### src/rtl/uart_frame_pkg.sv
// Shared types and constants for the UART frame parser (SYNC, LEN, payload, CSUM framing).
package uart_frame_pkg;

    typedef enum logic [1:0] {
        ST_HUNT = 2'd0,
        ST_LEN  = 2'd1,
        ST_PAY  = 2'd2,
        ST_CSUM = 2'd3
    } state_t;

    localparam logic [7:0] SYNC_BYTE   = 8'hA5;
    localparam logic [1:0] ERR_NONE    = 2'd0;
    localparam logic [1:0] ERR_CSUM    = 2'd1;
    localparam logic [1:0] ERR_LEN     = 2'd2;
    localparam logic [1:0] ERR_TIMEOUT = 2'd3;

    function automatic logic len_valid(input logic [7:0] len, input logic [7:0] max_len);
        return (len != 8'd0) && (len <= max_len);
    endfunction

endpackage

### src/rtl/uart_frame_timeout.sv
// Inter-byte idle counter: cleared by a byte, runs while enabled, flags expiry on the TIMEOUT_CYC-th idle cycle.
module uart_frame_timeout #(
    parameter logic [15:0] TIMEOUT_CYC = 16'd1740
) (
    input  logic clk,
    input  logic rst,
    input  logic clear,
    input  logic enable,
    output logic expire
);

    logic [15:0] idle_cnt_r;

    // Idle cycle counter, held at zero outside a frame and saturating at the limit
    always_ff @(posedge clk) begin
        if (rst) begin
            idle_cnt_r <= 16'd0;
        end else if (clear || !enable) begin
            idle_cnt_r <= 16'd0;
        end else if (idle_cnt_r != TIMEOUT_CYC) begin
            idle_cnt_r <= idle_cnt_r + 16'd1;
        end else begin
            idle_cnt_r <= idle_cnt_r;
        end
    end

    // A byte in the same cycle clears the counter and therefore masks expiry
    assign expire = enable && !clear && (idle_cnt_r == (TIMEOUT_CYC - 16'd1));

endmodule

### src/rtl/uart_frame_parser.sv
// UART frame parser: strips SYNC/LEN/CSUM, streams payload, reports frame status.
// Optional inter-byte timeout is enabled with the UART_FRAME_TIMEOUT_EN macro.
module uart_frame_parser
    import uart_frame_pkg::*;
#(
    parameter int unsigned MAX_LEN     = 32,
    parameter logic [15:0] TIMEOUT_CYC = 16'd1740
) (
    input  logic       clk,
    input  logic       rst,
    input  logic       rx_dv_in,
    input  logic [7:0] rx_in,
    output logic [7:0] byte_out,
    output logic       byte_dv_out,
    output logic       byte_last_out,
    output logic       frame_ok_out,
    output logic       frame_err_out,
    output logic [1:0] err_code_out
);

    localparam logic [7:0] MAX_LEN_B = 8'(MAX_LEN);

    state_t     state_r, next_state_s;
    logic [7:0] len_r, len_s;
    logic [7:0] cnt_r, cnt_s;
    logic [7:0] sum_r, sum_s;
    logic [7:0] csum_s;
    logic [7:0] byte_s;
    logic       dv_s, last_s, ok_s, err_s;
    logic [1:0] code_s;

`ifdef UART_FRAME_TIMEOUT_EN
    logic timeout_s;

    uart_frame_timeout #(
        .TIMEOUT_CYC (TIMEOUT_CYC)
    ) u_timeout (
        .clk    (clk),
        .rst    (rst),
        .clear  (rx_dv_in),
        .enable (state_r != ST_HUNT),
        .expire (timeout_s)
    );
`else
    logic unused_timeout_s;
    assign unused_timeout_s = ^TIMEOUT_CYC;
`endif

    assign csum_s = sum_r + rx_in;

    // Next-state, datapath and registered-output decode
    always_comb begin
        next_state_s = state_r;
        len_s        = len_r;
        cnt_s        = cnt_r;
        sum_s        = sum_r;
        byte_s       = byte_out;
        dv_s         = 1'b0;
        last_s       = 1'b0;
        ok_s         = 1'b0;
        err_s        = 1'b0;
        code_s       = err_code_out;
        if (rx_dv_in) begin
            case (state_r)
                ST_HUNT: begin
                    if (rx_in == SYNC_BYTE) begin
                        next_state_s = ST_LEN;
                    end else begin
                        next_state_s = ST_HUNT;
                    end
                end
                ST_LEN: begin
                    if (len_valid(rx_in, MAX_LEN_B)) begin
                        len_s        = rx_in;
                        sum_s        = rx_in;
                        cnt_s        = 8'd0;
                        next_state_s = ST_PAY;
                    end else begin
                        err_s        = 1'b1;
                        code_s       = ERR_LEN;
                        next_state_s = ST_HUNT;
                    end
                end
                ST_PAY: begin
                    sum_s  = sum_r + rx_in;
                    byte_s = rx_in;
                    dv_s   = 1'b1;
                    cnt_s  = cnt_r + 8'd1;
                    if (cnt_s == len_r) begin
                        last_s       = 1'b1;
                        next_state_s = ST_CSUM;
                    end else begin
                        next_state_s = ST_PAY;
                    end
                end
                ST_CSUM: begin
                    if (csum_s == 8'd0) begin
                        ok_s   = 1'b1;
                        code_s = ERR_NONE;
                    end else begin
                        err_s  = 1'b1;
                        code_s = ERR_CSUM;
                    end
                    next_state_s = ST_HUNT;
                end
                default: begin
                    next_state_s = ST_HUNT;
                end
            endcase
        end
`ifdef UART_FRAME_TIMEOUT_EN
        else if (timeout_s) begin
            err_s        = 1'b1;
            code_s       = ERR_TIMEOUT;
            next_state_s = ST_HUNT;
        end
`endif
        else begin
            next_state_s = state_r;
        end
    end

    // State, datapath and output registers
    always_ff @(posedge clk) begin
        if (rst) begin
            state_r       <= ST_HUNT;
            len_r         <= 8'd0;
            cnt_r         <= 8'd0;
            sum_r         <= 8'd0;
            byte_out      <= 8'd0;
            byte_dv_out   <= 1'b0;
            byte_last_out <= 1'b0;
            frame_ok_out  <= 1'b0;
            frame_err_out <= 1'b0;
            err_code_out  <= ERR_NONE;
        end else begin
            state_r       <= next_state_s;
            len_r         <= len_s;
            cnt_r         <= cnt_s;
            sum_r         <= sum_s;
            byte_out      <= byte_s;
            byte_dv_out   <= dv_s;
            byte_last_out <= last_s;
            frame_ok_out  <= ok_s;
            frame_err_out <= err_s;
            err_code_out  <= code_s;
        end
    end

endmodule

### config.mk
export PLATFORM = sky130hd
export DESIGN_NAME = uart_frame_parser
export DESIGN_NICKNAME = d
export VERILOG_FILES = /design/src/rtl/uart_frame_pkg.sv /design/src/rtl/uart_frame_timeout.sv /design/src/rtl/uart_frame_parser.sv
export SDC_FILE = /design/constraint.sdc
export NUM_CORES = 1
export LEC_CHECK = 0
export CORE_MARGIN = 1.5
export CORE_UTILIZATION = 45
export DETAILED_ROUTE_END_ITERATION = 7
export PLACE_DENSITY = 0.73
export RECOVER_POWER = 25
export SLEW_MARGIN = 25
export SYNTH_ARGS = -nofsm -noshare
export SYNTH_HDL_FRONTEND = slang
export SYNTH_SLANG_ARGS = --single-unit
### constraint.sdc
create_clock -name clk -period 3.95 [get_ports clk]
set_input_delay 0.9875 -clock clk [delete_from_list [all_inputs] [get_ports clk]]
set_output_delay 0.9875 -clock clk [all_outputs]
set_load 0.005 [all_outputs]
==> summary.md, run 1 <==
| Metric | Value |
|---|---|
| Run status | complete, no violations |
| Adder-Cell Fraction of Synth Area | about 5.3% |
| Clock Sinks | 40 |
| Count of different cell masters after synthesis | 55 |
| # diodes | 0 |
| Global-route wire length before repair | between 8000 and 9000 µm |
| Die area | 5430 µm² |
| CP Capture Type | register |
| YS warnings | 0 |
| Placer Congestion | just under 0.9 |
| Clk pwr share | a little under two fifths |
| Sw frac | between 20% and 30% |
| Vias in the first global route | 1,816 |
| Die width | around 74 µm |
| Antenna viol nets, final | 0 |
| Most frequent cells in the layout | 40 x dfxtp_1, 39 x nand2_1, 25 x a21oi_1, 24 x nor2_1, 13 x dlygate4sd3_1 |
| Total core area | 4750 µm² |
| Hold endpoint | byte_out[5]$_SDFFE_PP0P_ |
| Multiplexer share of the synthesized area | under 10% |
| Buf/Inv on CP | 1 |
| Met2 routed WL | 2380 µm |
| WS Path Type | primary input to register |
| Top_reg_cell synth | dfxtp_1 |
| Chip height | about 74 µm |
| DRT met1 WL | roughly 2600 µm |
| Total internal power | about 0.55 mW |
| Maximum VDD drop | 0.215 mV |
| Met3 WL | ~190 µm |
| Skew-Pair Late Insertion Delay | roughly 0.3 ns |
| Setup violations, final | 0 |
| Comb pwr share | around 7.2% |
| Asr flop ratio synth | 0% |
| Worst EP required | 4.11 ns |
| Per-cell routed wire length | about 14 µm |
| Fin Setup TNS | 0 ns |
| Achievable Freq | ~300 MHz |
| Placed cells | roughly 350 |
| Simple-Gate Fraction of Synth Area | roughly 27% |
| Initial antenna violation count | 0 |
| DR vias/cell | 5.59 |
| Highest routed layer | met4 |
| Syn nets | 290 |
| I/O Buffers | 24 |
| Setup bufs post-CTS | 0 |
| Final Non-Filler Cells | between 300 and 400 |
| GRT Resource Usage Total | about 20% |
| Worst reg-to-reg path cell count | 5 |
| Max-slew violations | 0 |
| Max-Cap Viols | 0 |
| CTS tree | yes |
| Max clock buf depth | 2 |
| Largest family of logic cells by synthesized area | simple AND/OR/NAND/NOR gates |
| Cells after Synth | 270 |
| Leak pwr | about 0.95 nW |
| FF+latch count, synth | 40 |
| Layout Skew | slightly below 0.009 ns |
| Dpl hpwl | about 3700 µm |
| WP data arrival | around 3.5 ns |
| Tcrit/Tclk final | 84.7% |
| Synthesis-to-finish area growth | 17.2% |
| DR vias | 2,013 |
| R2R Path End | sum_r[4]$_SDFFE_PP0P_ |
| Slew HR | around 52% |
| Fin. Hold Viols | 0 |
| Worst Hold Path Cells | 2 |
| Drt first-iter violations | 135 |
| Initial core utilization | between 40% and 50% |
| Total gr overflow | 0 |
| Num CTS Buffers | 5 |
| Crit path max-delay family | compound AO/OA/AOI/OAI gates |
| Clock transition at path regs | around 0.080 ns |
| Top-area cell type share of the netlist area | between 30% and 40% |
| Final min period | roughly 3.3 ns |
| Worst hold path type | register to register |
| Commonest non-fill, non-tap cell in the layout | dfxtp_1 |
| Mean Syn Cell Area | roughly 8.3 µm² |
| Register share of total power | between 50 and 60% |
| Drt total wl | ~5200 µm |
| Slowest stage delay, CP | about 0.47 ns |
| Layout cell share with drive strength beyond 1 | under 10% |
| Synth Area in XOR/XNOR | 5.67% |
| Slowest-stage cell, CP | a2111oi_2 |
| H-tree depth | 2 |
| Worst path cell trace | clkdlybuf4s50_1, ha_1, fa_1, a211oi_1, o21ba_2, o221ai_1, a2111oi_2, o32ai_1 |
| DR pass1 iterations | 4 |
| Number of fillers in the final layout | just under 500 |
| Largest net degree at the start of global routing | 39 |
| Reg2Reg Setup Slack | 1.34 ns |
| CP startpoint kind | primary input |
| Post-CTS sizing | 0 |
| I/O pin count | 25 |
| CP max FO | 4 |
| Compound-Gate Fraction of Synth Area | 21.0% |
| Seq/Total Area, Yosys | approximately 36% |
| Post-synth EDFFs | 0 |
| # hold bufs at CTS | 0 |
| FP Rows | 25 |
| Min-delay src | byte_out[5]$_SDFFE_PP0P_ |
| DRC | 0 |
| P per Cell Area | approximately 280 nW/µm² |
| Final net count | between 300 and 400 |
| Top cells by area, synth | dfxtp_1 36%, nand2_1 6.5%, a21oi_1 5.6%, ha_1 4.4%, nor2_1 4.0% |
| Post-Syn Area | approximately 2200 µm² |
| RSZ-0062 raised after global routing | false |
| Synth area leader | dfxtp_1 |
| P_sw | approximately 0.18 mW |
| Root buffer cell | clkbuf_8 |
| Worst slew pin tran | roughly 0.7 ns |
[through the flow]
stage | hold slack [ns] | setup slack (ns) | cell area, µm² | power (mW) | util [%]
3_3_place_gp | 0.445 | 0.374 | 2550 | 0.464 | 53.6
2_1_floorplan | 0.436 | 1.01 | 2250 | 0.439 | -
4_1_cts | 0.457 | 0.610 | 2640 | 0.737 | 55.5
3_5_place_dp | 0.446 | 0.303 | 2550 | 0.465 | 53.6
6_report | 0.451 | 0.603 | 2640 | 0.730 | 55.5
5_1_grt | 0.481 | 0.356 | 2640 | 0.757 | 55.5
[worst max path at each step]
stage,startpoint,end,slack (ns),cells past startpoint
2_1_floorplan,rx_in[0],err_code_out[0]$_SDFFE_PP0P_,1.01,7
3_3_place_gp,rx_in[0],err_code_out[0]$_SDFFE_PP0P_,0.37,8
3_5_place_dp,rx_in[0],err_code_out[0]$_SDFFE_PP0P_,0.30,8
4_1_cts,rx_in[0],err_code_out[0]$_SDFFE_PP0P_,0.61,8
5_1_grt,rx_in[0],err_code_out[0]$_SDFFE_PP0P_,0.36,8
6_report,rx_in[0],err_code_out[0]$_SDFFE_PP0P_,0.60,8
[worst register-to-register path: cells and delay by family, from the launching register on]
kind             cells  cell delay (ns)
AO/OA/AOI/OAI        1             0.26
flip-flops           1             0.49
AND/OR/NAND/NOR      4             1.73
[logic make-up after synthesis]
group | Yosys count
compound gates | 69
xor+xnor | 13
fa+ha+maj | 9
buf+inv | 18
flops | 40
mux | 3
simple gates | 118
[metal layers]
| layer | vias up | GRT usage [%] |
|---|---|---|
| met5 | - | 0 |
| met4 | 0 | 5.76 |
| met3 | 9 | 4.25 |
| met2 | 36 | 32.8 |
| met1 | 941 | 27.4 |
| li1 | 1027 | - |
[cell usage after synthesis (2+ instances only)]
library cell / number
a211oi_1: 6
a21oi_1: 25
a311oi_1: 4
a31oi_1: 4
and3_1: 5
buf_2: 3
buf_4: 3
clkbuf_1: 9
dfxtp_1: 40
ha_1: 8
inv_1: 2
mux2i_1: 3
nand2_1: 39
nand2b_1: 2
nand3_1: 11
nand3b_1: 3
nand4b_1: 3
nor2_1: 24
nor2b_1: 6
nor3_1: 6
nor3b_1: 4
nor4b_1: 2
nor4bb_1: 2
o211ai_1: 2
o21a_1: 3
o21ai_0: 9
o21ba_2: 2
or3_1: 2
or3_4: 2
xnor2_1: 6
xor2_1: 6
[power groups by stage]
| stage | sequential (mW) | combinational (mW) | clock (mW) |
|---|---|---|---|
| global route | 0.403 | 0.0573 | 0.297 |
| CTS | 0.403 | 0.0527 | 0.282 |
| detailed placement | 0.412 | 0.0523 | 0 |
| global placement | 0.412 | 0.0518 | 0 |
| floorplan | 0.412 | 0.0270 | 0 |
| finish | 0.403 | 0.0527 | 0.275 |
[state kept, by name (all words and copies together), names as in the netlist, named ones only]
| register | cells |
|---|---|
| err_code_out | 2 |
| len_r | 8 |
| byte_dv_out | 1 |
| cnt_r | 8 |
| state_r | 1 |
| frame_err_out | 1 |
| byte_last_out | 1 |
| byte_out | 8 |
| frame_ok_out | 1 |
| sum_r | 8 |
[area by class of cell]
cell class                      count  area [µm²]  share of cell area (%)
Tap cell                           67        83.8                    3.18
Inverter                            2        7.51                   0.285
Multi-Input combinational cell    212        1370                    51.8
Clock inverter                      3        18.8                   0.712
Clock buffer                        5        68.8                    2.61
Timing Repair Buffer               31         293                    11.1
Sequential cell                    40         801                    30.4
No activity file was read; power rests on OpenSTA's default activity.
==> run 2, diff against run 1 <==
==> constraint.sdc (replaced) <==
create_clock -name clk -period 3.19 [get_ports clk]
set_input_delay 0.7975 -clock clk [delete_from_list [all_inputs] [get_ports clk]]
set_output_delay 0.7975 -clock clk [all_outputs]
set_load 0.005 [all_outputs]
==> run 2 against run 1 <==
Effect of this change:
- sequential cell count stayed put
- power up 23%
- sequential share of layout area down 0.95 points
- clock power grew 19%
- sequential power increased by 24%
- combinational power is 36% higher
==> summary.md, run 2 (synthesized netlist as in run 1, its figures left out) <==
| Metric | Value |
|---|---|
| Commonest non-fill, non-tap cell in the layout | dfxtp_1 |
| Per-cell routed wire length | between 15 and 20 µm |
| Placed Area | around 2600 µm² |
| CTS tree | yes |
| Hold endpoint | byte_out[5]$_SDFFE_PP0P_ |
| Min-delay src | byte_out[5]$_SDFFE_PP0P_ |
| DRC | 0 |
| Achievable Freq | roughly 340 MHz |
| Total Power | about 0.9 mW |
| Max-slew violations | 0 |
| WP data arrival | around 3 ns |
| Non-Filler Cell Area, Final | roughly 2700 µm² |
| DR pass1 iterations | 4 |
| Final Non-Filler Cells | 370 |
| Placer Congestion | ~0.90 |
| Synthesis-to-finish area growth | 21.0% |
| Leak pwr | approximately 0.99 nW |
| WS Path Type | primary input to register |
| H-tree depth | 2 |
| Setup violations, final | 0 |
| Drt total wl | around 5600 µm |
| Root buffer cell | clkbuf_8 |
| DR vias/cell | 5.68 |
| Antenna viol nets, final | 0 |
| Max clock buf depth | 2 |
| Final net count | 323 |
| Worst EP required | 3.35 ns |
| Chip height | 73.7 µm |
| Final min period | 2.92 ns |
| Worst path cell trace | clkdlybuf4s50_1, ha_1, fa_1, a211oi_1, buf_4, nor4b_1, nand4b_1, a2111oi_4, o32ai_1 |
| I/O Buffers | 24 |
| CP Capture Type | register |
| Initial core utilization | 47.3% |
| Die width | approximately 74 µm |
| Worst hold slack | between 0.4 and 0.5 ns |
| CP max FO | 3 |
| Placed cells | between 300 and 400 |
| Skew-Pair Late Insertion Delay | about 0.3 ns |
| Worst slew pin tran | 0.525 ns |
| FP Rows | 25 |
| Run status | complete, no violations |
| Max-Cap Viols | 0 |
| DR vias | about 2,100 |
| Fin. Hold Viols | 0 |
| Total core area | ~4800 µm² |
| Critical R2R Launch | sum_r[0]$_SDFFE_PP0P_ |
| Slowest-stage cell, CP | clkdlybuf4s50_1 |
| Worst reg-to-reg path cell count | 8 |
| Multi-input gate area | 1380 µm² |
| P per Cell Area | about 330 nW/µm² |
| RSZ-0062 raised after global routing | false |
| Slowest stage delay, CP | ~0.42 ns |
| Global-route wire length before repair | between 9000 and 10,000 µm |
| Number of fillers in the final layout | 477 |
| Most frequent cells in the layout | 40 x dfxtp_1, 39 x nand2_1, 25 x a21oi_1, 24 x nor2_1, 17 x buf_4 |
| Clock Sinks | 40 |
| Initial antenna violation count | 0 |
| Drt first-iter violations | 180 |
| Vias in the first global route | ~1,900 |
| I/O pin count | 25 |
| Setup bufs post-CTS | 0 |
| Maximum VDD drop | between 0.15 and 0.2 mV |
| Clock transition at path regs | ~0.070 ns |
| Num CTS Buffers | 5 |
| Die area | roughly 5400 µm² |
| GRT Resource Usage Total | between 20% and 30% |
| Layout Skew | 0.0105 ns |
| Sequential Area | ~800 µm² |
| CP startpoint kind | primary input |
| Post-CTS sizing | 0 |
| Slew HR | roughly two thirds |
| Largest net degree at the start of global routing | 39 |
| Total gr overflow | 0 |
| # diodes | 0 |
| # hold bufs at CTS | 0 |
| Dpl hpwl | 3930 µm |
| Worst Hold Path Cells | 2 |
| Reg2Reg Setup Slack | 0.91 ns |
| Tcrit/Tclk final | 91.4% |
| Worst hold path type | register to register |
| R2R Path End | err_code_out[0]$_SDFFE_PP0P_ |
| Layout cell share with drive strength beyond 1 | between 10% and 20% |
## run 2: layer usage
layer,part of all wire [%],vias up,global-route usage (%)
li1,-,1043,-
met1,47,988,30.8
met2,47,64,34.5
met3,4.8,5,4.94
met4,0.95,0,6.58
met5,0,-,0
## run 2: area by class of cell
type	count	share of cell area [%]
repair buffers	42	13.6
clock inverters	2	0.460
flip-flops and latches	40	29.4
multi-input cells	212	50.6
well taps	67	3.08
clock buffers	5	2.53
inverters	2	0.276
## run 2: worst max-delay path, delay by kind of cell
| family | cells | cell delay, ns |
|---|---|---|
| compound gates | 3 | 0.74 |
| fa+ha+maj | 2 | 0.63 |
| buf+inv | 2 | 0.60 |
| simple gates | 2 | 0.29 |
## run 2: power breakdown
group	total, mW	internal, mW	switching, mW
sequential	0.499	0.499	0.0000675
combinational	0.0715	0.0319	0.0396
clock	0.327	0.148	0.179
total	0.897	0.679	0.218
## run 2: per-stage QoR
step                      util, %  worst slack, ns  TNS [ns]
after floorplan                 -            0.436         0
after CTS                    57.1            0.193         0
after global routing         57.3           0.0905         0
final                        57.3            0.275         0
after detailed placement     55.4           -0.123    -0.219
after global placement       55.4          -0.0653   -0.0762
## run 2: worst max path at each step
stage	start	end	slack, ns
after floorplan	rx_in[0]	err_code_out[0]$_SDFFE_PP0P_	0.44
after global placement	rx_in[0]	err_code_out[0]$_SDFFE_PP0P_	-0.07
after detailed placement	rx_in[0]	err_code_out[0]$_SDFFE_PP0P_	-0.12
after CTS	rx_in[0]	err_code_out[0]$_SDFFE_PP0P_	0.19
after global routing	rx_in[0]	err_code_out[0]$_SDFFE_PP0P_	0.09
final	rx_in[0]	err_code_out[0]$_SDFFE_PP0P_	0.27
==> run 3, diff against run 2 <==
--- a/config.mk
+++ b/config.mk
@@ -6,10 +6,12 @@
 export NUM_CORES = 1
 export LEC_CHECK = 0
 export CORE_MARGIN = 1.5
-export CORE_UTILIZATION = 45
+export CORE_UTILIZATION = 41
 export DETAILED_ROUTE_END_ITERATION = 7
-export PLACE_DENSITY = 0.73
+export HOLD_SLACK_MARGIN = 0.05
+export PLACE_DENSITY = 0.68
 export RECOVER_POWER = 25
+export SKIP_CTS_REPAIR_TIMING = 1
 export SLEW_MARGIN = 25
 export SYNTH_ARGS = -nofsm -noshare
 export SYNTH_HDL_FRONTEND = slang
==> run 3 against run 2 <==
Effect of this change:
- first-iteration DRC count shrank 34%
- clock skew shrank 0.0037 ns
- routed wire length shrank 4.0%
- fmax shrank 4.6%
- critical path depth grew 1
- power grew 3.2%
- design area grew 1.2%
==> summary.md, run 3 (synthesized netlist as in run 1, its figures left out) <==
| Metric | Value |
|---|---|
| Run status | complete, no violations |
| Die width | 77.1 µm |
| CP Capture Type | register |
| Final min period | around 3 ns |
| Global-route wire length before repair | 9240 µm |
| Initial antenna violation count | 0 |
| Final net count | between 300 and 400 |
| Clock Sinks | 40 |
| WS Path Type | primary input to register |
| Dpl hpwl | around 4000 µm |
| Worst EP required | around 3.4 ns |
| DR vias/cell | around 5.5 |
| Root buffer cell | clkbuf_8 |
| Antenna viol nets, final | 0 |
| DRC | 0 |
| Fin. Hold Viols | 0 |
| H-tree depth | 2 |
| Slew HR | between 60% and 70% |
| I/O pin count | 25 |
| WP data arrival | roughly 3.3 ns |
| Worst slew pin tran | approximately 0.5 ns |
| Layout cell share with drive strength beyond 1 | between 10% and 20% |
| Drt total wl | 5330 µm |
| Num CTS Buffers | 5 |
| Per-cell routed wire length | about 14 µm |
| Buf/Inv on CP | 3 |
| Layout Skew | about 0.0067 ns |
| Tcrit/Tclk final | 95.8% |
| Total core area | approximately 5200 µm² |
| Max clock buf depth | 2 |
| Synthesis-to-finish area growth | 22.5% |
| Global routing's busiest layer | met2 |
| Global Route met2 Usage | a little under a third |
| RSZ-0062 raised after global routing | false |
| CP dominant cell by count | buf_4 |
| Met1 track demand over resource | approximately 26% |
| Setup WS pre-CTS | -0.172 ns |
| Drt first-iter violations | about 120 |
| FP Rows | 26 |
| Largest net degree at the start of global routing | 39 |
| Final WS setup | roughly 0.13 ns |
| Skew-Pair Late Insertion Delay | around 0.30 ns |
| CTS tree | yes |
| P per Cell Area | 336 nW/µm² |
| # diodes | 0 |
| Maximum VDD drop | ~0.21 mV |
| Slowest stage delay, CP | around 0.42 ns |
| Leak pwr | 1.02 nW |
| Max-slew violations | 0 |
| Fin Setup TNS | 0 ns |
| Total gr overflow | 0 |
| Worst hold slack | between 0.4 and 0.5 ns |
| DR vias | around 2,100 |
| Achievable Freq | about 330 MHz |
| GRT Resource Usage Total | just under 20% |
| DR pass1 iterations | 4 |
| GR met3 Demand/Resource | under 10% |
| Crit path max-delay family | buffers and inverters |
| Commonest non-fill, non-tap cell in the layout | dfxtp_1 |
| CP max FO | 3 |
| Slowest-stage cell, CP | clkdlybuf4s50_1 |
| Clock transition at path regs | ~0.080 ns |
| Placer Congestion | about 0.86 |
| Worst hold path type | register to register |
| Vias in the first global route | approximately 2,000 |
| Reg2Reg Setup Slack | slightly below 0.8 ns |
| Chip height | between 70 and 80 µm |
| Setup violations, final | 0 |
| Initial core utilization | 43.2% |
| CP startpoint kind | primary input |
| Most frequent cells in the layout | 40 x dfxtp_1, 39 x nand2_1, 25 x a21oi_1, 24 x nor2_1, 21 x buf_4 |
| Die area | 5940 µm² |
| Worst path cell trace | clkdlybuf4s50_1, ha_1, fa_1, a211oi_1, buf_4, nor4b_1, nand4b_1, a2111oi_2, buf_4, o21ai_2 |
| Max-Cap Viols | 0 |
| I/O Buffers | 24 |
[run 3: cell types whose count changed in the layout (fill, tap and decap cells not counted)]
cell,delta
clkbuf_8,+1
clkinv_2,+1
a2111oi_4,-1
buf_4,+4
a2111oi_2,+1
clkinvlp_4,-1
[run 3: power breakdown]
group          total [mW]  leakage [nW]  internal, mW  switching [mW]
registers           0.499         0.322         0.499       0.0000655
logic              0.0721         0.645        0.0336          0.0385
clock network       0.355        0.0510         0.173           0.182
total               0.926          1.02         0.705           0.221
[run 3: metal layers]
layer  wire length (µm)  up-vias  share of wire (%)
met4                 75        0                1.4
met1               2560      957                 48
met2               2420       52                 45
li1                   -     1058                  -
met5                  0        -                  0
met3                282        5                5.3
[run 3: final timing paths]
kind	endpoint	from	depth (start not counted)
worst min-delay path	byte_out[5]$_SDFFE_PP0P_	byte_out[5]$_SDFFE_PP0P_	2
worst max register to register	frame_err_out$_SDFF_PP0_	sum_r[0]$_SDFFE_PP0P_	9
worst max-delay path	frame_err_out$_SDFF_PP0_	rx_in[0]	10
worst min register to register	byte_out[5]$_SDFFE_PP0P_	byte_out[5]$_SDFFE_PP0P_	2
[run 3: worst min-delay path, cell delays in order (launching register included)]
cell and delay, ns:
dfxtp_1 0.31, nand2_1 0.05, a21oi_1 0.05
[run 3: final cells by class]
type | instances | area (µm²)
sequential | 40 | 801
clock inverter | 2 | 10.0
multi-input combinational | 212 | 1370
timing repair buffer | 46 | 402
fill | 489 | 2450
tap | 70 | 87.6
clock buffer | 6 | 82.6
inverter | 2 | 7.51
[run 3: stage by stage]
step           instances  instance area, µm²  total power [mW]  util (%)
6_report             378                2760             0.926      52.9
4_1_cts              378                2760             0.936      53.0
2_1_floorplan        270                2250             0.544         -
3_5_place_dp         370                2670             0.583      51.2
5_1_grt              378                2760             0.963      52.9
3_3_place_gp         370                2670             0.582      51.2
